===== config.mk =====
export PLATFORM = sky130hd
export DESIGN_NAME = time_counter
export DESIGN_NICKNAME = d
export VERILOG_FILES = /design/src/rtl/time_pkg.sv /design/src/rtl/time_counter_bcd2_counter.sv /design/src/rtl/time_counter.sv
export SDC_FILE = /design/constraint.sdc
export NUM_CORES = 1
export LEC_CHECK = 0
export CAP_MARGIN = 0
export CORE_MARGIN = 5
export CORE_UTILIZATION = 35
export CTS_CLUSTER_DIAMETER = 150
export DETAILED_ROUTE_END_ITERATION = 8
export GPL_TIMING_DRIVEN = 0
export SETUP_SLACK_MARGIN = 0.05
export SYNTH_ARGS = -nofsm -noshare
export SYNTH_HDL_FRONTEND = slang
export SYNTH_HIERARCHICAL = 1
export SYNTH_SLANG_ARGS = --single-unit

===== constraint.sdc =====
create_clock -name clk -period 2.6 [get_ports clk]
set_input_delay 0.39 -clock clk [delete_from_list [all_inputs] [get_ports clk]]
set_output_delay 0.39 -clock clk [all_outputs]
set_load 0.01 [all_outputs]

===== src/rtl/time_pkg.sv =====
// Shared BCD types, limits and helpers for the time_counter slice.
// bcd_ok is used by both the time load path and the alarm load path.
package time_pkg;

  typedef logic [7:0] bcd2_t;

  localparam bcd2_t SEC_MAX      = 8'h59;
  localparam bcd2_t MIN_MAX      = 8'h59;
  localparam bcd2_t HOUR_MAX_DEF = 8'h23;

  // BCD pair is legal and not above max.
  // Valid BCD orders the same way as binary.
  function automatic logic bcd_ok(
    input bcd2_t v,
    input bcd2_t max
  );
    return (v[7:4] <= 4'd9) &&
           (v[3:0] <= 4'd9) &&
           (v <= max);
  endfunction

  function automatic bcd2_t bcd_inc(
    input bcd2_t v
  );
    if (v[3:0] == 4'd9)
      return {v[7:4] + 4'd1, 4'd0};
    return {v[7:4], v[3:0] + 4'd1};
  endfunction

endpackage


===== src/rtl/time_counter_bcd2_counter.sv =====
// Two-digit BCD counter, wraps max_val -> 00, load has priority.
// Ports: clk, rst_n, max_val, inc, load, load_val -> q, carry.
module bcd2_counter
  import time_pkg::*;
(
  input  logic       clk,
  input  logic       rst_n,
  input  logic [7:0] max_val,
  input  logic       inc,
  input  logic       load,
  input  logic [7:0] load_val,
  output logic [7:0] q,
  output logic       carry
);

  logic at_max;
  logic [7:0] nxt;

  assign at_max = (q == max_val);
  assign carry  = inc & at_max;

  always_comb begin
    nxt = q;
    if (load)
      nxt = load_val;
    else if (inc)
      nxt = at_max ? 8'h00 : bcd_inc(q);
  end

  always_ff @(posedge clk or negedge rst_n) begin
    if (!rst_n)
      q <= 8'h00;
    else
      q <= nxt;
  end

endmodule


===== src/rtl/time_counter.sv =====
// hh:mm:ss BCD time base ticked by rising edges of a synchronised clk_1Hz.
// Ports: clk, reset(n), clk_1Hz, set_en/set_hh/mm/ss -> hh, mm, ss, sec_tick,
// set_err. Define TIME_COUNTER_ALARM_EN for alarm_load/alarm_hh/alarm_mm/
// alarm_clr inputs and the alarm_on output.
module time_counter
  import time_pkg::*;
#(
  parameter int         SYNC_STAGES = 2,
  parameter logic [7:0] HOUR_MAX    = HOUR_MAX_DEF
) (
  input  logic       clk,
  input  logic       reset,
  input  logic       clk_1Hz,
  input  logic       set_en,
  input  logic [7:0] set_hh,
  input  logic [7:0] set_mm,
  input  logic [7:0] set_ss,
`ifdef TIME_COUNTER_ALARM_EN
  input  logic       alarm_load,
  input  logic [7:0] alarm_hh,
  input  logic [7:0] alarm_mm,
  input  logic       alarm_clr,
  output logic       alarm_on,
`endif
  output logic [7:0] hh,
  output logic [7:0] mm,
  output logic [7:0] ss,
  output logic       sec_tick,
  output logic       set_err
);

  logic [SYNC_STAGES-1:0] sync_q;
  logic hist_q;
  logic edge_q;
  logic set_ok;
  logic load_ok;
  logic tick;
  logic ss_carry;
  logic mm_carry;
  logic unused_hh_carry;
  logic err_d;

  // Edge is registered so the update lands on
  // the third clk edge after clk_1Hz is sampled high.
  always_ff @(posedge clk or negedge reset) begin
    if (!reset) begin
      sync_q <= '0;
      hist_q <= 1'b0;
      edge_q <= 1'b0;
    end else begin
      sync_q <= {sync_q[SYNC_STAGES-2:0], clk_1Hz};
      hist_q <= sync_q[SYNC_STAGES-1];
      edge_q <= sync_q[SYNC_STAGES-1] & ~hist_q;
    end
  end

  assign set_ok = bcd_ok(set_ss, SEC_MAX) &&
                  bcd_ok(set_mm, MIN_MAX) &&
                  bcd_ok(set_hh, HOUR_MAX);
  assign load_ok = set_en & set_ok;
  // Any load strobe swallows a coincident tick.
  assign tick = edge_q & ~set_en;

  bcd2_counter u_ss (
    .clk      (clk),
    .rst_n    (reset),
    .max_val  (SEC_MAX),
    .inc      (tick),
    .load     (load_ok),
    .load_val (set_ss),
    .q        (ss),
    .carry    (ss_carry)
  );

  bcd2_counter u_mm (
    .clk      (clk),
    .rst_n    (reset),
    .max_val  (MIN_MAX),
    .inc      (ss_carry),
    .load     (load_ok),
    .load_val (set_mm),
    .q        (mm),
    .carry    (mm_carry)
  );

  bcd2_counter u_hh (
    .clk      (clk),
    .rst_n    (reset),
    .max_val  (HOUR_MAX),
    .inc      (mm_carry),
    .load     (load_ok),
    .load_val (set_hh),
    .q        (hh),
    .carry    (unused_hh_carry)
  );

`ifdef TIME_COUNTER_ALARM_EN
  logic [7:0] al_hh_q;
  logic [7:0] al_mm_q;
  logic al_ok;
  logic [7:0] mm_n;
  logic [7:0] hh_n;
  logic hit;

  assign al_ok = bcd_ok(alarm_mm, MIN_MAX) &&
                 bcd_ok(alarm_hh, HOUR_MAX);

  // Time after a tick that rolls seconds over.
  always_comb begin
    mm_n = mm_carry ? 8'h00 : bcd_inc(mm);
    hh_n = hh;
    if (mm_carry)
      hh_n = (hh == HOUR_MAX) ? 8'h00 : bcd_inc(hh);
  end

  always_comb begin
    hit = 1'b0;
    if (load_ok)
      hit = (set_ss == 8'h00) &&
            (set_mm == al_mm_q) &&
            (set_hh == al_hh_q);
    else if (ss_carry)
      hit = (mm_n == al_mm_q) &&
            (hh_n == al_hh_q);
  end

  always_ff @(posedge clk or negedge reset) begin
    if (!reset) begin
      al_hh_q  <= 8'h00;
      al_mm_q  <= 8'h00;
      alarm_on <= 1'b0;
    end else begin
      if (alarm_load && al_ok) begin
        al_hh_q <= alarm_hh;
        al_mm_q <= alarm_mm;
      end
      if (alarm_clr)
        alarm_on <= 1'b0;
      else if (hit)
        alarm_on <= 1'b1;
    end
  end

  assign err_d = (set_en & ~set_ok) |
                 (alarm_load & ~al_ok);
`else
  assign err_d = set_en & ~set_ok;
`endif

  always_ff @(posedge clk or negedge reset) begin
    if (!reset) begin
      sec_tick <= 1'b0;
      set_err  <= 1'b0;
    end else begin
      sec_tick <= tick;
      set_err  <= err_d;
    end
  end

endmodule


* Word-level counts from Yosys, hierarchy flattened
Cells that the tools add are included.
** Operators by class
- Mux-type cells :: 24
- Bitwise gates (word level) :: 9
- $add $sub $neg :: 6
- Eq/ne operators :: 6
- Order comparisons :: 9
- Reduce and logical (&&, ||, !) cells :: 17
** Operators with widths (number)
- $mux W8 :: 15
- $add A4 B1 Y4 const B :: 6
- $le A4 B4 Y1 const B :: 6
- $eq A8 B7 Y1 const B :: 2
- $le A8 B7 Y1 const B :: 2
- $eq A4 B4 Y1 const B :: 3
- $mux W1 :: 9
- $reduce_bool A3 Y1 :: 3
- $eq A8 B6 Y1 const B :: 1
- $le A8 B6 Y1 const B :: 1
- $logic_and A1 B1 Y1 :: 8
- $and A1 B1 Y1 :: 6
- $reduce_and A2 Y1 :: 3
- $reduce_bool A2 Y1 :: 3
- $not A1 Y1 :: 3
** Word-level totals
- Input port bits :: 28
- Output and inout bits :: 26
- Logic and storage cells :: 82
- Register bits :: 30

* Depth between registers and ports, before layout
Gate-level depths: netlist (run 1).
- Depth in word-level cells :: 11
- Gate-level depth with buffers :: 13
- Mapped depth without buffers :: 11

* Cells and area by module
The synthesis (run 1) kept the hierarchy.
** By module, submodules not included
- bcd2_counter :: cells an instance 77, area each 649.4 um2, sequential area each 200.2 um2, times used 3
- time_counter :: cells an instance 19, area each 232.7 um2, sequential area each 150.1 um2, times used 1

* Worst setup path after synthesis (run 1)
No wires, ideal clock.
- Kind :: flip-flop to flip-flop
- From :: reg u_ss.q[5]
- To :: reg u_hh.q[3]
- Path slack :: 42 ps
- Arrival :: 2475 ps
- Setup time :: 83 ps
- Period minus slack after synthesis :: 2558 ps
- Cell stages (with the launch flop) :: 14
- Data required time :: 2517 ps
- Path buffers :: 2
- Cells stage by stage :: dfrtp_1 -> xor2_1 -> nor4_1 -> nand2_1 -> nor2_1 -> clkbuf_1 -> inv_1 -> nor2_1 -> clkbuf_1 -> and4b_1 -> o21ai_0 -> o21ai_0 -> a22oi_1 -> o21ai_0
** On the way
- Cells in the longest elaborated chain, start to end :: 4
** Ends and longest elaborated chain
- start: declaration :: RTL line time_counter_bcd2_counter.sv:12 : output logic [7:0] q,
- start signal: assignment :: RTL line time_counter_bcd2_counter.sv:34 : q <= nxt;
- $eq A8 B7 Y1 :: RTL line time_counter_bcd2_counter.sv:19 : assign at_max = (q == max_val);
- $and A1 B1 Y1 :: RTL line time_counter_bcd2_counter.sv:20 : assign carry = inc & at_max;
- via ss_carry :: RTL line time_counter.sv:38 : logic ss_carry;
- $and A1 B1 Y1 :: RTL line time_counter_bcd2_counter.sv:20
- via mm_carry :: RTL line time_counter.sv:39 : logic mm_carry;
- $reduce_bool A2 Y1 (no source line)
- end signal: assignment :: RTL line time_counter_bcd2_counter.sv:34
- end: declaration :: RTL line time_counter_bcd2_counter.sv:12
The timed path passes the listed nets, and every way through them passes these cells.
A chain may end at the register's enable or synchronous reset.

* Worst setup path after layout (run 1)
- From :: in set_mm[7]
- To :: reg u_hh.q[2]
** On the way
- Cells in the longest elaborated chain, start to end :: 7
- Elaborated cells on any way between the ends :: 9
- Those cells by class :: 2 x order compare; 1 x mux; 1 x bitwise; 5 x reduce/logical
** Ends and longest elaborated chain
- start: declaration :: RTL line time_counter.sv:16 : input logic [7:0] set_mm,
- parallel branches: the longest is 2 deep, another holds $le A8 B7 Y1
- $logic_and A1 B1 Y1 * :: RTL line time_pkg.sv:18 : (v[3:0] <= 4'd9) &&
- $logic_and A1 B1 Y1 * :: RTL line time_counter.sv:57 : assign set_ok = bcd_ok(set_ss, SEC_MAX) &&
- $logic_and A1 B1 Y1 * :: RTL line time_counter.sv:58 : bcd_ok(set_mm, MIN_MAX) &&
- $and A1 B1 Y1 * :: RTL line time_counter.sv:60 : assign load_ok = set_en & set_ok;
- via load_ok :: RTL line time_counter.sv:36 : logic load_ok;
- $mux W8 or $reduce_bool A2 Y1 (tied branches)
Mark *: on every way through the listed nets, which the timed path passes.

==> results.cfg, run 1 <==
[run_status]
status = completed

[timing]
worst_pin_slew_ps = 682
setup_viol = 0
min_period_ps = 2370
skew_ps = 6.39
max_slew_margin = 0.545
whs_ps = 146
rsz0062_at_grt = false
finalWorstSetupSlack_ps = 229
fin_tns_setup_ps = 0
finalCritPeriodShare = 0.912
slew_violations = 0
hold_viol = 0
timing.fmax_mhz = 422

[floorplanning]
die_w_um = 88.9
die_area_mm2 = 0.00790
initial_core_util = 0.363
core_area_mm2 = 0.00599
fp.dieH_um = 88.9
boundaryPins = 54
num_rows = 28

[clocking]
path_clk_slew_ps = 60
cts_buffers = 5
cts_sinks = 30
root_buffer = clkbuf_8
htreeDepth = 2
cts_tree = built
worst_skew_pair.late_latency_ps = 280
clock_path_buffers = 2

[synth]
yosysWarnings = 6
avgSynthCellArea_um2 = 8.74
synth_cells = 249
syn_area_mm2 = 0.00218

[global_routing]
track_usage = 0.162
grt_pass1_wl_mm = 10.0
grt_max_degree = 31
overflow = 0
grt_pass1_vias = 2079
antenna_found_initial = 0

[power_and_ir_drop]
leakage_nw = 1.25
vdd_drop_max_uv = 432
p_per_area_mw_per_mm2 = 387
p_total_mw = 1.20

[placement]
dp_cells = 399
place.gp.congestion = 0.791
dp_hpwl_mm = 4.40
io_buffers = 53
place_ws_ps = -878

[final_layout]
drive_gt1_frac = 0.111
area_growth_pct = 42.6
fin_nets = 379
finalNonFillerCells = 418
diodes = 0

[routing]
drt_iter0_drc = 101
totalWireLength_mm = 6.13
post_drt_wl_per_cell_um = 14.7
viasPerCell = 5.25
ant_nets = 0
vias = 2193
drt_first_pass_iters = 4
drc = 0

[worst_setup_path]
required_ps = 2760
crit_path_end_kind = register
crit_slowest_cell = clkdlybuf4s50_1
cp.arrival_ps = 2530
path_class = in -> reg
cpPeakStageDelay_ps = 460
crit_fanout = 21
cp_cell_sequence = clkdlybuf4s50_1 > nor4_2 > and4_1 > and3_4 > clkbuf_2 > nor3b_1 > a221oi_1 > o21ai_1
start_kind = input pin

[run]
cap_violations = 0

[hold_path]
hold_class = in -> async
## worst paths after layout
path / startpoint / to / slack, ps / cells after the start
setup / recovery: set_mm[7] / u_hh/q[2] / 230 / 8
hold / removal: reset / u_mm/q[1] / 150 / 1
setup reg to reg: u_ss/q[5] / u_hh/q[3] / 280 / 13
hold reg to reg: sync_q[0] / sync_q[1] / 350 / 0
max in group asynchronous: reset / u_ss/q[3] / 2010 / 1
min in group clk: sync_q[0] / sync_q[1] / 350 / 0
## where the power goes
part           switching (mW)  internal, mW
clock                   0.178         0.213
sequential             0.0453         0.494
combinational           0.119         0.151
total                   0.343         0.858
## state kept, by name (all words and copies together), names as in the netlist
signal	count
edge_q	1
sec_tick	1
set_err	1
sync_q	2
hist_q	1
u_mm/q	8
u_hh/q	8
u_ss/q	8
## critical path, delay by kind of cell
kind / cells / cell delay [ps]
AO/OA/AOI/OAI: 2 / 380
buffers and inverters: 2 / 730
AND/OR/NAND/NOR: 4 / 1020
## cells in the final DEF, fill, tap and decap left out, types with 7 or more instances in the layout
| master | count |
|---|---|
| clkdlybuf4s50_1 | 52 |
| dfrtp_1 | 30 |
| xor2_1 | 24 |
| conb_1 | 24 |
| o21ai_0 | 22 |
| nand2_1 | 21 |
| buf_4 | 14 |
| nor4_1 | 12 |
| nand2b_1 | 12 |
| nor3_1 | 9 |
| a21oi_1 | 9 |
| o211ai_1 | 9 |
| ha_1 | 9 |
| inv_1 | 8 |
| a22oi_1 | 7 |
## cell type report
class / instances / area (um^2)
Buffer: 12 / 86.3
Clock buffer: 7 / 86.3
Clock inverter: 1 / 5.00
Fill cell: 569 / 2890
Inverter: 9 / 37.5
Multi-Input combinational cell: 220 / 1440
Sequential cell: 30 / 751
Tap cell: 75 / 93.8
Timing Repair Buffer: 64 / 608
## layer usage
layer,GRT usage,vias to the layer above,wire length [um]
li1,-,1089,-
met1,0.217,1036,2760
met2,0.260,59,2930
met3,0.0317,9,360
met4,0.0508,0,75
met5,0,-,0
## metrics by stage
stage,area (um^2),util
floorplan,2260,-
global placement,2890,0.482
detailed placement,2880,0.481
CTS,3000,0.501
global route,3110,0.518
finish,3110,0.518
## repair_timing
| item | 4_1_cts | 5_1_grt |
|---|---|---|
| pin swaps | 1 | 0 |
| setup buffers | 1 | 10 |
| endpoints found under the setup margin | 24 | 14 |
| hold buffers | 0 | 0 |
| gates resized for setup | 11 | 14 |
No activity file was read; power rests on OpenSTA's default activity.
==> run 2: changes to the inputs <==
--- a/config.mk
+++ b/config.mk
@@ -12,6 +12,7 @@
 export DETAILED_ROUTE_END_ITERATION = 8
 export GPL_TIMING_DRIVEN = 0
 export SETUP_SLACK_MARGIN = 0.05
+export SKIP_LAST_GASP = 1
 export SYNTH_ARGS = -nofsm -noshare
 export SYNTH_HDL_FRONTEND = slang
 export SYNTH_HIERARCHICAL = 1
==> results.cfg, run 2 (synthesized netlist as in run 1, its figures left out) <==
[run_status]
status = completed

[worst_setup_path]
rr_worst_depth = 13
path_buf_inv = 6
cp.arrival_ps = 2610
path_class = in -> reg
cp.depth = 14
cpPeakStageDelay_ps = 460
crit_slowest_cell = clkdlybuf4s50_1
critPathTopFamily = buffers and inverters
cp_cell_sequence = clkdlybuf4s50_1 > nor2b_1 > buf_4 > clkinvlp_4 > nor2_1 > buf_4 > inv_1 > nor2_1 > buf_4 > and4b_1 > o21ai_0 > o21ai_0 > a22oi_1 > o21ai_0
crit_fanout = 7
crit_path_end_kind = register
start_kind = input pin
required_ps = 2800

[final_layout]
final_cell_mix = clkdlybuf4s50_1, dfrtp_1, xor2_1, conb_1, o21ai_0
reg_top3 = u_hh/q: 8 flops, u_mm/q: 8 flops, u_ss/q: 8 flops
diodes = 0
finalNonFillerCells = 418
drive_gt1_frac = 0.105
final_common_cell = clkdlybuf4s50_1
post-route-cell-area_mm2 = 0.00310
area_growth_pct = 42.4
post-route-util = 0.518
fin_nets = 379
n_fill_cell = 569

[timing]
fin_tns_setup_ps = 0
rsz0062_at_grt = true
skew_ps = 6.44
max_slew_margin = 0.543
timing.fmax_mhz = 414
worst_pin_slew_ps = 686
min_period_ps = 2410
finalWorstSetupSlack_ps = 187
finalCritPeriodShare = 0.928
whs_ps = 143
setup_viol = 0
slew_violations = 0
hold_viol = 0

[clocking]
worst_skew_pair.late_latency_ps = 280
cts_tree = built
cts_buffers = 5
htreeDepth = 2
path_clk_slew_ps = 60
root_buffer = clkbuf_8
clock_path_buffers = 2
cts_sinks = 30

[power_and_ir_drop]
p_sw_uw = 344
p_comb_frac = 0.225
internal-power_uw = 858
p_total_mw = 1.20
leakage_nw = 1.25
clock_power_share = 0.326
power_frac_seq = 0.449
p_per_area_mw_per_mm2 = 388
vdd_drop_max_uv = 432
p_sw_frac = 0.286

[floorplanning]
die_w_um = 88.9
core_area_mm2 = 0.00599
die_area_mm2 = 0.00790
num_rows = 28
boundaryPins = 54
fp.dieH_um = 88.9
initial_core_util = 0.363

[placement]
placed_cell_area_mm2 = 0.00288
place.gp.congestion = 0.791
dp_cells = 399
io_buffers = 53
place_ws_ps = -878
dp_hpwl_mm = 4.40

[run]
cap_violations = 0

[routing]
vias = 2191
drc = 0
drt_first_pass_iters = 4
totalWireLength_mm = 6.11
drt_iter0_drc = 82
viasPerCell = 5.24
post_drt_wl_per_cell_um = 14.6
ant_nets = 0

[global_routing]
overflow = 0
grt_max_degree = 31
grt_pass1_vias = 2079
grt_pass1_wl_mm = 10.0
track_usage = 0.162
antenna_found_initial = 0

[hold_path]
hold_class = in -> async
-- run 2: routing by layer --
layer  vias up  wire, um  GRT usage
met2        57      2920      0.260
met4         0        75     0.0508
met5         -         0          0
met3         9       333     0.0317
met1      1037      2780      0.217
li1       1088         -          -
-- run 2: cell type report --
| cell class | instances | area (um^2) | share of cell area |
|---|---|---|---|
| multi-input cells | 220 | 1430 | 0.462 |
| plain buffers | 12 | 86.3 | 0.0278 |
| repair buffers | 64 | 608 | 0.196 |
| flip-flops and latches | 30 | 751 | 0.242 |
| inverters | 9 | 37.5 | 0.0121 |
| clock buffers | 7 | 86.3 | 0.0278 |
| well taps | 75 | 93.8 | 0.0303 |
| clock inverters | 1 | 5.00 | 0.00161 |
-- run 2: what timing repair did --
action	CTS	global route
hold buffers	0	0
resized for setup	11	11
pin swaps	1	0
setup buffers	1	10
setup endpoints to repair	24	14
endpoints found under the hold margin	0	0
-- run 2: worst paths after layout --
path	from	end	slack (ps)
max in group asynchronous	reset	u_ss/q[3]	2010
min in group clk	sync_q[0]	sync_q[1]	350
max reg2reg	u_ss/q[5]	u_hh/q[3]	230
min reg2reg	sync_q[0]	sync_q[1]	350
min	reset	u_mm/q[1]	140
max	set_en	u_hh/q[3]	190
-- run 2: worst reg2reg max path, stage by stage (launching register included) --
cell and delay (ps):
dfrtp_1 460, xor2_1 170, nor4_1 280, nand2_1 130, nor2_1 110, buf_4 160, inv_1 100, nor2_1 120
buf_4 140, and4b_1 180, o21ai_0 80, o21ai_0 90, a22oi_1 80, o21ai_0 170
-- run 2: power groups by stage --
stage | clock (mW) | combinational, mW | sequential, mW
global placement | 0 | 0.262 | 0.549
global route | 0.424 | 0.304 | 0.548
CTS | 0.401 | 0.266 | 0.540
detailed placement | 0 | 0.262 | 0.548
floorplan | 0 | 0.123 | 0.549
finish | 0.392 | 0.271 | 0.539
==> run 3: changes to the inputs <==
--- a/config.mk
+++ b/config.mk
@@ -12,7 +12,6 @@
 export DETAILED_ROUTE_END_ITERATION = 8
 export GPL_TIMING_DRIVEN = 0
 export SETUP_SLACK_MARGIN = 0.05
-export SKIP_LAST_GASP = 1
 export SYNTH_ARGS = -nofsm -noshare
 export SYNTH_HDL_FRONTEND = slang
 export SYNTH_HIERARCHICAL = 1
==> results of run 3 <==
The final DEF is identical to that of run 1; final timing and power are the same.
